**src/rtl/rv_alu1_stage_if.sv**
```systemverilog
// Decode-to-ALU1 and ALU1-to-ALU2 bundle: handshake, bypass network inputs,
// decoded instruction fields and resolved operand outputs.
interface rv_alu1_stage_if #(
    parameter int unsigned IADDR_SPACE_BITS = 32,
    parameter int unsigned BP_SRCS          = 4
);
    logic                        i_flush;
    logic                        i_valid;
    logic                        o_ready;
    logic                        o_valid;
    logic                        i_ready;
    logic [BP_SRCS-1:0]          i_rs1_bp;
    logic [BP_SRCS-1:0]          i_rs2_bp;
    logic [32*BP_SRCS-1:0]       i_bp_data;
    logic [31:0]                 i_reg1_data;
    logic [31:0]                 i_reg2_data;
    logic [IADDR_SPACE_BITS-1:0] i_pc;
    logic [31:0]                 i_imm_i;
    logic [31:0]                 i_imm_j;
    logic                        i_op1_pc;
    logic                        i_op2_imm_i;
    logic                        i_op2_imm_j;
    logic                        i_inst_jal;
    logic                        i_inst_jalr;
    logic                        i_inst_mret;
    logic [IADDR_SPACE_BITS-1:0] i_ret_addr;
    logic [4:0]                  i_rd;
    logic                        i_reg_write;
    logic [31:0]                 o_op1;
    logic [31:0]                 o_op2;
    logic [31:0]                 o_reg_data1;
    logic [31:0]                 o_reg_data2;
    logic [IADDR_SPACE_BITS-1:0] o_pc;
    logic [IADDR_SPACE_BITS-1:0] o_pc_target;
    logic                        o_jump;
    logic [4:0]                  o_rd;
    logic                        o_reg_write;

    modport slave (
        input  i_flush, i_valid, i_ready, i_rs1_bp, i_rs2_bp, i_bp_data,
               i_reg1_data, i_reg2_data, i_pc, i_imm_i, i_imm_j, i_op1_pc,
               i_op2_imm_i, i_op2_imm_j, i_inst_jal, i_inst_jalr, i_inst_mret,
               i_ret_addr, i_rd, i_reg_write,
        output o_ready, o_valid, o_op1, o_op2, o_reg_data1, o_reg_data2,
               o_pc, o_pc_target, o_jump, o_rd, o_reg_write
    );

    modport master (
        output i_flush, i_valid, i_ready, i_rs1_bp, i_rs2_bp, i_bp_data,
               i_reg1_data, i_reg2_data, i_pc, i_imm_i, i_imm_j, i_op1_pc,
               i_op2_imm_i, i_op2_imm_j, i_inst_jal, i_inst_jalr, i_inst_mret,
               i_ret_addr, i_rd, i_reg_write,
        input  o_ready, o_valid, o_op1, o_op2, o_reg_data1, o_reg_data2,
               o_pc, o_pc_target, o_jump, o_rd, o_reg_write
    );
endinterface

```
**src/rtl/rv_alu1_stage.sv**
```systemverilog
// ALU1 operand-select stage: registers one decoded instruction, resolves rs1/rs2
// through a priority bypass network, holds them across stalls, forms ALU operands and jump target.
module rv_alu1_stage #(
    parameter int unsigned IADDR_SPACE_BITS = 32,
    parameter int unsigned BP_SRCS          = 4
) (
    input logic           i_clk,
    input logic           i_reset_n,
    rv_alu1_stage_if.slave bus
);
    localparam int unsigned IA = IADDR_SPACE_BITS;

    logic          valid_q, valid_d;
    logic          held_q, held_d;
    logic [4:0]    rd_q, rd_d;
    logic          jal_q, jal_d;
    logic          jalr_q, jalr_d;
    logic          mret_q, mret_d;
    logic          reg_write_q, reg_write_d;

    logic [IA-1:0] pc_q, pc_d;
    logic [IA-1:0] ret_addr_q, ret_addr_d;
    logic [31:0]   imm_i_q, imm_i_d;
    logic [31:0]   imm_j_q, imm_j_d;
    logic          op1_pc_q, op1_pc_d;
    logic          op2_imm_i_q, op2_imm_i_d;
    logic          op2_imm_j_q, op2_imm_j_d;
    logic [31:0]   hold1_q, hold1_d;
    logic [31:0]   hold2_q, hold2_d;

    logic          ready;
    logic          load;
    logic [31:0]   live1, live2;
    logic [31:0]   rs1, rs2;
    logic [IA-1:0] jalr_sum;
    logic [IA-1:0] jal_sum;

    assign ready = !valid_q || bus.i_ready;
    assign load  = bus.i_valid && ready;

    // Scan from the oldest source down so the lowest set index wins.
    always_comb begin
        live1 = bus.i_reg1_data;
        live2 = bus.i_reg2_data;
        for (int k = int'(BP_SRCS) - 1; k >= 0; k--) begin
            if (bus.i_rs1_bp[k]) live1 = bus.i_bp_data[32*k +: 32];
            if (bus.i_rs2_bp[k]) live2 = bus.i_bp_data[32*k +: 32];
        end
    end

    always_comb begin
        valid_d     = valid_q;
        held_d      = held_q;
        rd_d        = rd_q;
        jal_d       = jal_q;
        jalr_d      = jalr_q;
        mret_d      = mret_q;
        reg_write_d = reg_write_q;
        pc_d        = pc_q;
        ret_addr_d  = ret_addr_q;
        imm_i_d     = imm_i_q;
        imm_j_d     = imm_j_q;
        op1_pc_d    = op1_pc_q;
        op2_imm_i_d = op2_imm_i_q;
        op2_imm_j_d = op2_imm_j_q;
        hold1_d     = hold1_q;
        hold2_d     = hold2_q;
        if (bus.i_flush) begin
            valid_d     = 1'b0;
            held_d      = 1'b0;
            jal_d       = 1'b0;
            jalr_d      = 1'b0;
            mret_d      = 1'b0;
            reg_write_d = 1'b0;
        end else begin
            valid_d = load || (valid_q && !bus.i_ready);
            if (bus.i_ready) begin
                held_d = 1'b0;
            end else if (valid_q && !held_q) begin
                // Capture forwarded values before their producers move on.
                held_d  = 1'b1;
                hold1_d = live1;
                hold2_d = live2;
            end
            if (load) begin
                rd_d        = bus.i_rd;
                jal_d       = bus.i_inst_jal;
                jalr_d      = bus.i_inst_jalr;
                mret_d      = bus.i_inst_mret;
                reg_write_d = bus.i_reg_write;
                pc_d        = bus.i_pc;
                ret_addr_d  = bus.i_ret_addr;
                imm_i_d     = bus.i_imm_i;
                imm_j_d     = bus.i_imm_j;
                op1_pc_d    = bus.i_op1_pc;
                op2_imm_i_d = bus.i_op2_imm_i;
                op2_imm_j_d = bus.i_op2_imm_j;
            end
        end
    end

    always_ff @(posedge i_clk) begin
        if (!i_reset_n) begin
            valid_q     <= 1'b0;
            held_q      <= 1'b0;
            rd_q        <= 5'd0;
            jal_q       <= 1'b0;
            jalr_q      <= 1'b0;
            mret_q      <= 1'b0;
            reg_write_q <= 1'b0;
        end else begin
            valid_q     <= valid_d;
            held_q      <= held_d;
            rd_q        <= rd_d;
            jal_q       <= jal_d;
            jalr_q      <= jalr_d;
            mret_q      <= mret_d;
            reg_write_q <= reg_write_d;
        end
    end

    always_ff @(posedge i_clk) begin
        pc_q        <= pc_d;
        ret_addr_q  <= ret_addr_d;
        imm_i_q     <= imm_i_d;
        imm_j_q     <= imm_j_d;
        op1_pc_q    <= op1_pc_d;
        op2_imm_i_q <= op2_imm_i_d;
        op2_imm_j_q <= op2_imm_j_d;
        hold1_q     <= hold1_d;
        hold2_q     <= hold2_d;
    end

    always_comb begin
        rs1      = held_q ? hold1_q : live1;
        rs2      = held_q ? hold2_q : live2;
        jalr_sum = rs1[IA-1:0] + imm_i_q[IA-1:0];
        jal_sum  = pc_q + imm_j_q[IA-1:0];
    end

    assign bus.o_ready     = ready;
    assign bus.o_valid     = valid_q;
    assign bus.o_reg_data1 = rs1;
    assign bus.o_reg_data2 = rs2;
    assign bus.o_op1       = op1_pc_q ? 32'(pc_q) : rs1;
    assign bus.o_op2       = op2_imm_i_q ? imm_i_q : (op2_imm_j_q ? imm_j_q : rs2);
    assign bus.o_pc        = pc_q;
    assign bus.o_pc_target = mret_q ? ret_addr_q :
                             (jalr_q ? {jalr_sum[IA-1:1], 1'b0} : jal_sum);
    assign bus.o_jump      = valid_q && (jal_q || jalr_q || mret_q);
    assign bus.o_rd        = rd_q;
    assign bus.o_reg_write = valid_q && reg_write_q;
endmodule
```
**src/flat_wrapper.sv**
```systemverilog
// flat-port wrapper written by rule: the top's interface ports become plain ports
module rv_alu1_stage_flat 
#(
    parameter int unsigned IADDR_SPACE_BITS = 32,
    parameter int unsigned BP_SRCS          = 4
)
  (i_clk, i_reset_n, bus_i_flush, bus_i_valid, bus_i_ready, bus_i_rs1_bp, bus_i_rs2_bp, bus_i_bp_data, bus_i_reg1_data, bus_i_reg2_data, bus_i_pc, bus_i_imm_i, bus_i_imm_j, bus_i_op1_pc, bus_i_op2_imm_i, bus_i_op2_imm_j, bus_i_inst_jal, bus_i_inst_jalr, bus_i_inst_mret, bus_i_ret_addr, bus_i_rd, bus_i_reg_write, bus_o_ready, bus_o_valid, bus_o_op1, bus_o_op2, bus_o_reg_data1, bus_o_reg_data2, bus_o_pc, bus_o_pc_target, bus_o_jump, bus_o_rd, bus_o_reg_write);
  rv_alu1_stage_if #(.IADDR_SPACE_BITS(IADDR_SPACE_BITS), .BP_SRCS(BP_SRCS)) bus_i ();
  input logic i_clk;
  input logic i_reset_n;
  input wire logic [$bits(bus_i.i_flush)-1:0] bus_i_flush;
  input wire logic [$bits(bus_i.i_valid)-1:0] bus_i_valid;
  input wire logic [$bits(bus_i.i_ready)-1:0] bus_i_ready;
  input wire logic [$bits(bus_i.i_rs1_bp)-1:0] bus_i_rs1_bp;
  input wire logic [$bits(bus_i.i_rs2_bp)-1:0] bus_i_rs2_bp;
  input wire logic [$bits(bus_i.i_bp_data)-1:0] bus_i_bp_data;
  input wire logic [$bits(bus_i.i_reg1_data)-1:0] bus_i_reg1_data;
  input wire logic [$bits(bus_i.i_reg2_data)-1:0] bus_i_reg2_data;
  input wire logic [$bits(bus_i.i_pc)-1:0] bus_i_pc;
  input wire logic [$bits(bus_i.i_imm_i)-1:0] bus_i_imm_i;
  input wire logic [$bits(bus_i.i_imm_j)-1:0] bus_i_imm_j;
  input wire logic [$bits(bus_i.i_op1_pc)-1:0] bus_i_op1_pc;
  input wire logic [$bits(bus_i.i_op2_imm_i)-1:0] bus_i_op2_imm_i;
  input wire logic [$bits(bus_i.i_op2_imm_j)-1:0] bus_i_op2_imm_j;
  input wire logic [$bits(bus_i.i_inst_jal)-1:0] bus_i_inst_jal;
  input wire logic [$bits(bus_i.i_inst_jalr)-1:0] bus_i_inst_jalr;
  input wire logic [$bits(bus_i.i_inst_mret)-1:0] bus_i_inst_mret;
  input wire logic [$bits(bus_i.i_ret_addr)-1:0] bus_i_ret_addr;
  input wire logic [$bits(bus_i.i_rd)-1:0] bus_i_rd;
  input wire logic [$bits(bus_i.i_reg_write)-1:0] bus_i_reg_write;
  output wire logic [$bits(bus_i.o_ready)-1:0] bus_o_ready;
  output wire logic [$bits(bus_i.o_valid)-1:0] bus_o_valid;
  output wire logic [$bits(bus_i.o_op1)-1:0] bus_o_op1;
  output wire logic [$bits(bus_i.o_op2)-1:0] bus_o_op2;
  output wire logic [$bits(bus_i.o_reg_data1)-1:0] bus_o_reg_data1;
  output wire logic [$bits(bus_i.o_reg_data2)-1:0] bus_o_reg_data2;
  output wire logic [$bits(bus_i.o_pc)-1:0] bus_o_pc;
  output wire logic [$bits(bus_i.o_pc_target)-1:0] bus_o_pc_target;
  output wire logic [$bits(bus_i.o_jump)-1:0] bus_o_jump;
  output wire logic [$bits(bus_i.o_rd)-1:0] bus_o_rd;
  output wire logic [$bits(bus_i.o_reg_write)-1:0] bus_o_reg_write;
  assign bus_i.i_flush = bus_i_flush;
  assign bus_i.i_valid = bus_i_valid;
  assign bus_i.i_ready = bus_i_ready;
  assign bus_i.i_rs1_bp = bus_i_rs1_bp;
  assign bus_i.i_rs2_bp = bus_i_rs2_bp;
  assign bus_i.i_bp_data = bus_i_bp_data;
  assign bus_i.i_reg1_data = bus_i_reg1_data;
  assign bus_i.i_reg2_data = bus_i_reg2_data;
  assign bus_i.i_pc = bus_i_pc;
  assign bus_i.i_imm_i = bus_i_imm_i;
  assign bus_i.i_imm_j = bus_i_imm_j;
  assign bus_i.i_op1_pc = bus_i_op1_pc;
  assign bus_i.i_op2_imm_i = bus_i_op2_imm_i;
  assign bus_i.i_op2_imm_j = bus_i_op2_imm_j;
  assign bus_i.i_inst_jal = bus_i_inst_jal;
  assign bus_i.i_inst_jalr = bus_i_inst_jalr;
  assign bus_i.i_inst_mret = bus_i_inst_mret;
  assign bus_i.i_ret_addr = bus_i_ret_addr;
  assign bus_i.i_rd = bus_i_rd;
  assign bus_i.i_reg_write = bus_i_reg_write;
  assign bus_o_ready = bus_i.o_ready;
  assign bus_o_valid = bus_i.o_valid;
  assign bus_o_op1 = bus_i.o_op1;
  assign bus_o_op2 = bus_i.o_op2;
  assign bus_o_reg_data1 = bus_i.o_reg_data1;
  assign bus_o_reg_data2 = bus_i.o_reg_data2;
  assign bus_o_pc = bus_i.o_pc;
  assign bus_o_pc_target = bus_i.o_pc_target;
  assign bus_o_jump = bus_i.o_jump;
  assign bus_o_rd = bus_i.o_rd;
  assign bus_o_reg_write = bus_i.o_reg_write;
  rv_alu1_stage #(.IADDR_SPACE_BITS(IADDR_SPACE_BITS), .BP_SRCS(BP_SRCS)) u_core (.i_clk(i_clk), .i_reset_n(i_reset_n), .bus(bus_i));
endmodule
```
**config.mk**
```make
export PLATFORM = sky130hd
export DESIGN_NAME = rv_alu1_stage_flat
export DESIGN_NICKNAME = d
export VERILOG_FILES = /design/src/rtl/rv_alu1_stage_if.sv /design/src/rtl/rv_alu1_stage.sv /design/src/flat_wrapper.sv
export SDC_FILE = /design/constraint.sdc
export NUM_CORES = 1
export LEC_CHECK = 0
export CORE_MARGIN = 3
export CORE_UTILIZATION = 30
export CTS_CLUSTER_SIZE = 20
export DETAILED_ROUTE_END_ITERATION = 8
export SYNTH_ARGS = -nofsm -noshare
export SYNTH_HDL_FRONTEND = slang
export SYNTH_SLANG_ARGS = --single-unit
```
**constraint.sdc**
```tcl
create_clock -name i_clk -period 28.6 [get_ports i_clk]
set_input_delay 8.58 -clock i_clk [delete_from_list [all_inputs] [get_ports i_clk]]
set_output_delay 8.58 -clock i_clk [all_outputs]
set_load 0.05 [all_outputs]
```
== Word-level counts from Yosys, hierarchy flattened ==
Index checks and enable logic that the tools add are counted.

* Add/sub/neg operators: 2
* Muxes and demuxes: 15
* Bitwise logic cells: 3
* Reductions and logical operators: 16

{| class="wikitable"
|+ Operators with widths
! kind !! number
|-
| 32-bit two-way mux || 15
|-
| 32-bit adder || 2
|-
| 1-bit logical AND || 5
|-
| 1-bit logical OR || 4
|-
| 1-bit logical NOT || 3
|-
| 1-bit inverter || 3
|-
| 3-bit AND reduction || 1
|-
| 3-bit OR reduction || 1
|-
| 2-bit AND reduction || 1
|-
| 2-bit OR reduction || 1
|}

* Flip-flop bits (word level): 206
* Output and inout port bits: 201
* Logic and storage cells: 52

== Logic depth before layout (Yosys ltp) ==
* Depth in word-level cells: 8
* Mapped depth: 22
* Depth with buffers taken out: 20

== Worst setup path before layout ==
Ideal clock, no wire load.

* Path kind: input port to output port
* Start point: in bus_i_rs1_bp[3]
* End point: out bus_o_pc_target[31]
* Arrival time: 13.267 ns
* Setup slack: 6.753 ns
* Stages: 21
* Cells stage by stage: clkbuf_1 buf_1 mux2i_1 nor2_1 a21oi_1 nor2_1 a21oi_1 o21ai_0 mux2_2 ha_1 nand3_1 nor4_1 nand3_1 a211oi_1 o21ai_1 o22ai_1 o221ai_1 o21ai_0 nand2_1 mux2i_1 a32oi_1

* Word-level cells in the longest chain between the ends: 8

{| class="wikitable"
|+ RTL lines
! what !! line !! source
|-
| from (decl) || flat_wrapper.sv:14 || <nowiki>input wire logic [$bits(bus_i.i_rs1_bp)-1:0] bus_i_rs1_bp;</nowiki>
|-
| 32-bit two-way mux (4 in a row) || rv_alu1_stage.sv:46 || <nowiki>if (bus.i_rs1_bp[k]) live1 = bus.i_bp_data[32*k +: 32];</nowiki>
|-
| net u_core.live1[15] || rv_alu1_stage.sv:33 || <nowiki>logic [31:0] live1, live2;</nowiki>
|-
| 32-bit two-way mux || rv_alu1_stage.sv:135 || <nowiki>rs1 = held_q ? hold1_q : live1;</nowiki>
|-
| net bus_o_reg_data1[15] || flat_wrapper.sv:35 || <nowiki>output wire logic [$bits(bus_i.o_reg_data1)-1:0] bus_o_reg_data1;</nowiki>
|-
| 32-bit adder || rv_alu1_stage.sv:137 || <nowiki>jalr_sum = rs1[IA-1:0] + imm_i_q[IA-1:0];</nowiki>
|-
| 32-bit two-way mux || rv_alu1_stage.sv:149 || <nowiki>(jalr_q ? {jalr_sum[IA-1:1], 1'b0} : jal_sum);</nowiki>
|-
| 32-bit two-way mux || rv_alu1_stage.sv:148 || <nowiki>assign bus.o_pc_target = mret_q ? ret_addr_q :</nowiki>
|-
| to (decl) || flat_wrapper.sv:38 || <nowiki>output wire logic [$bits(bus_i.o_pc_target)-1:0] bus_o_pc_target;</nowiki>
|}

The timed path passes the listed nets, and every way through them passes these cells.

== Final worst setup path ==
* Start point: in bus_i_rs1_bp[3]
* End point: out bus_o_pc_target[31]

* Word-level cells in the longest chain between the ends: 8

{| class="wikitable"
|+ RTL lines
! what !! line
|-
| 32-bit two-way mux (4 in a row) || rv_alu1_stage.sv:46
|-
| net u_core.live1[13] || rv_alu1_stage.sv:33
|-
| 32-bit two-way mux || rv_alu1_stage.sv:135
|-
| 32-bit adder || rv_alu1_stage.sv:137
|-
| 32-bit two-way mux || rv_alu1_stage.sv:149
|-
| 32-bit two-way mux || rv_alu1_stage.sv:148
|}

The timed path passes the listed nets, and every way through them passes these cells.

==> metrics.yaml <==
most-common-layout-cells: "clkdlybuf4s50_1 (537), a21oi_1 (205), edfxtp_1 (195), nor2_1 (163), nand2_1 (161)"
drt_iter0_markers: 772
min_period_over_period_pct: 80.5
rsz0062_at_grt: "no"
p_leak_uw: 0.00804
yosysSeqAreaShare_pct: 42.2
top_layer_used: "met5"
crit_type: "in2out"
post_cts_buffers: 0
critical_path_arrival_ns: 14.43
cts_tree: "yes"
synth-seq-cells: 206
crit_path_start_kind: "primary input"
hold_viol_final: 0
die_x_um: 225
crit_fanout: 32
synthTopCellsByArea: "edfxtp_1 (41%), mux2_2 (7.9%), a21oi_1 (7.1%)"
clockBufferDepth: 3
cts_buffers: 25
fin_crit_ns: 23.01
clk_pin_slew_ns: 0.06
via_count: 13700
skew_ns: 0.0224
grt_use_total_pct: 23.8
via_per_inst: 5.19
cp-end-kind: "output pin"
finalPower_uw: 1090
synth_cells: 1513
start_util_pct: 30.7
grt_pass1_wl_um: 89700
cts_max_level: 1
synth_edf_count: 195
core.rowCount: 79
holdCritPathClass: "reg2reg"
cts_resized: 0
cts_hold_buf: 0
wl_met2_um: 31100
grt_pass1_vias: 13800
finalMaxSlewViolations: 0
ir_drop_uv: 45.2
die_area_um2: 50700
yosysTopAreaCellShare_pct: 40.6
synth_area_um2: 14400
fmax_mhz: 43.5
clkSinkCount: 206
routedWlPerCell_um: 23.8
ios: 546
setup_tns_ns: 0
core-area_um2: 47000
wl_met1_um: 24500
insertion_delay_ns: 0.56
drc_errors: 0
maxCapViolations: 0
synth.avg_cell_area_um2: 9.52
grt_max_degree: 68
yosys.area.top_type: "edfxtp_1"
syn_to_final_growth_pct: 47.4
wl_met3_um: 4600
antenna_found_initial: 10
setup_viol: 0
drive_gt1_share_pct: 9.70
layout_commonest_cell: "clkdlybuf4s50_1"
dr.pass1.iters: 5
io_buffers: 545
ant_nets: 0
cts-root-buf: "clkbuf_16"
place_hpwl_um: 50100
worstMarginPinSlew_ns: 1.06
crit_required_ns: 20.02
syn_nets: 1921
relSlewSlack_pct: 29.4
grt_overflow: 0
die_h_um: 225
drt_wl_total_um: 62700
synth_ff_type: "edfxtp_1"
synth.distinct_cells: 72
hold_ws_ns: 0.466
synth-async-reset-ratio_pct: 0
gp_congestion: 0.914
status: "finished clean"
yosysWarnings: 0
nNetsFinal: 2420
p_per_area_nw_per_um2: 51.4
-- where the power goes --
| group | switching, µW | internal (µW) | total, µW | leakage [µW] |
|---|---|---|---|---|
| registers | 8.54 | 343 | 352 | 0.00190 |
| logic | 232 | 151 | 384 | 0.00572 |
| clock network | 141 | 215 | 356 | 0.000429 |
-- registers in the layout, summed over array words and instances (netlist names) --
name and flops:
u_core.bus.o_rd 5, u_core.reg_write_q 1, u_core.op2_imm_i_q 1, u_core.mret_q 1, u_core.imm_i_q 32, u_core.imm_j_q 32, u_core.bus.o_valid 1, u_core.op1_pc_q 1
u_core.op2_imm_j_q 1, u_core.jal_q 1, u_core.hold1_q 32, u_core.jalr_q 1, u_core.hold2_q 32, u_core.held_q 1, u_core.bus.o_pc 32, u_core.ret_addr_q 32
-- final timing paths --
kind	startpoint	to	slack (ns)	cells after the start
worst max register to register	u_core.bus.o_valid$_SDFF_PP0_	u_core.bus.o_pc[3]$_DFFE_PP_	25.87	5
worst min-delay path	u_core.reg_write_q$_SDFFE_PP0P_	u_core.reg_write_q$_SDFFE_PP0P_	0.47	2
worst min register to register	u_core.reg_write_q$_SDFFE_PP0P_	u_core.reg_write_q$_SDFFE_PP0P_	0.47	2
worst max-delay path	bus_i_rs1_bp[3]	bus_o_pc_target[31]	5.59	21
-- critical path, cell delays in order --
cell	delay (ns)
buf_2	0.77
mux2i_1	0.28
nor2_1	0.06
a21oi_1	0.14
nor2_1	0.06
a21oi_1	0.16
o21ai_0	0.18
mux2_2	0.37
ha_1	0.36
inv_1	0.09
nor4_1	0.41
nand3_1	0.12
a211oi_1	0.41
o21ai_1	0.23
o22ai_1	0.33
o221ai_1	0.24
o21ai_0	0.33
nand2_1	0.13
mux2i_1	0.13
a32oi_1	0.20
clkdlybuf4s50_1	0.84
-- cell families (layout without fill, tap and decap cells) --
kind of cell	Yosys count	after routing	synth area share [%]
AO/OA/AOI/OAI	455	455	18.5
XOR/XNOR	48	48	2.92
adder cells (fa/ha/maj)	63	63	5.57
buffers and inverters	128	646	3.68
flip-flops	206	206	42.2
multiplexers	201	201	14.9
other	0	1	0
AND/OR/NAND/NOR	412	412	12.3
-- final cells by class --
cell class	instances	area, µm²
Multi-Input combinational cell	1179	7820
Clock inverter	20	272
Clock buffer	26	629
Timing Repair Buffer	561	5540
Tap cell	607	759
Sequential cell	206	6080
Inverter	39	146
Fill cell	4499	25700
Antenna cell	1	2.50
-- cells in the mapped netlist, types with 4 or more instances --
cell / instances
a21oi_1: 205
a311oi_1: 4
buf_1: 31
dfxtp_1: 11
and2_1: 5
a21o_1: 25
edfxtp_1: 195
o21a_1: 4
ha_1: 61
and3_1: 4
a21boi_0: 7
o21ai_0: 135
nor2_1: 164
o21bai_1: 7
clkbuf_8: 4
clkbuf_1: 50
mux2i_1: 99
nand2_1: 161
or3_1: 4
a21oi_2: 5
a211oi_1: 16
nor3_1: 10
xnor2_1: 27
a221o_1: 5
nand2b_1: 8
o211ai_1: 4
nand3_1: 17
nand4_1: 6
inv_1: 39
nor2b_1: 9
xor2_1: 21
mux2_2: 101
-- metal layers --
| layer | GRT usage, % | vias up |
|---|---|---|
| li1 | - | 6577 |
| met1 | 27.7 | 6515 |
| met2 | 42.4 | 476 |
| met3 | 6.50 | 115 |
| met4 | 7.67 | 18 |
| met5 | 0 | - |
-- metrics by stage --
step | setup WS [ns] | cells | utilization [%] | instance area, µm²
after floorplan | 6.75 | 1513 | - | 14400
after global placement | 5.71 | 2592 | 43.3 | 20300
after detailed placement | 5.60 | 2592 | 43.3 | 20300
after CTS | 5.58 | 2638 | 45.2 | 21200
after global routing | 4.97 | 2638 | 45.2 | 21200
final | 5.59 | 2639 | 45.2 | 21200
(Power assumes the default switching activity.)
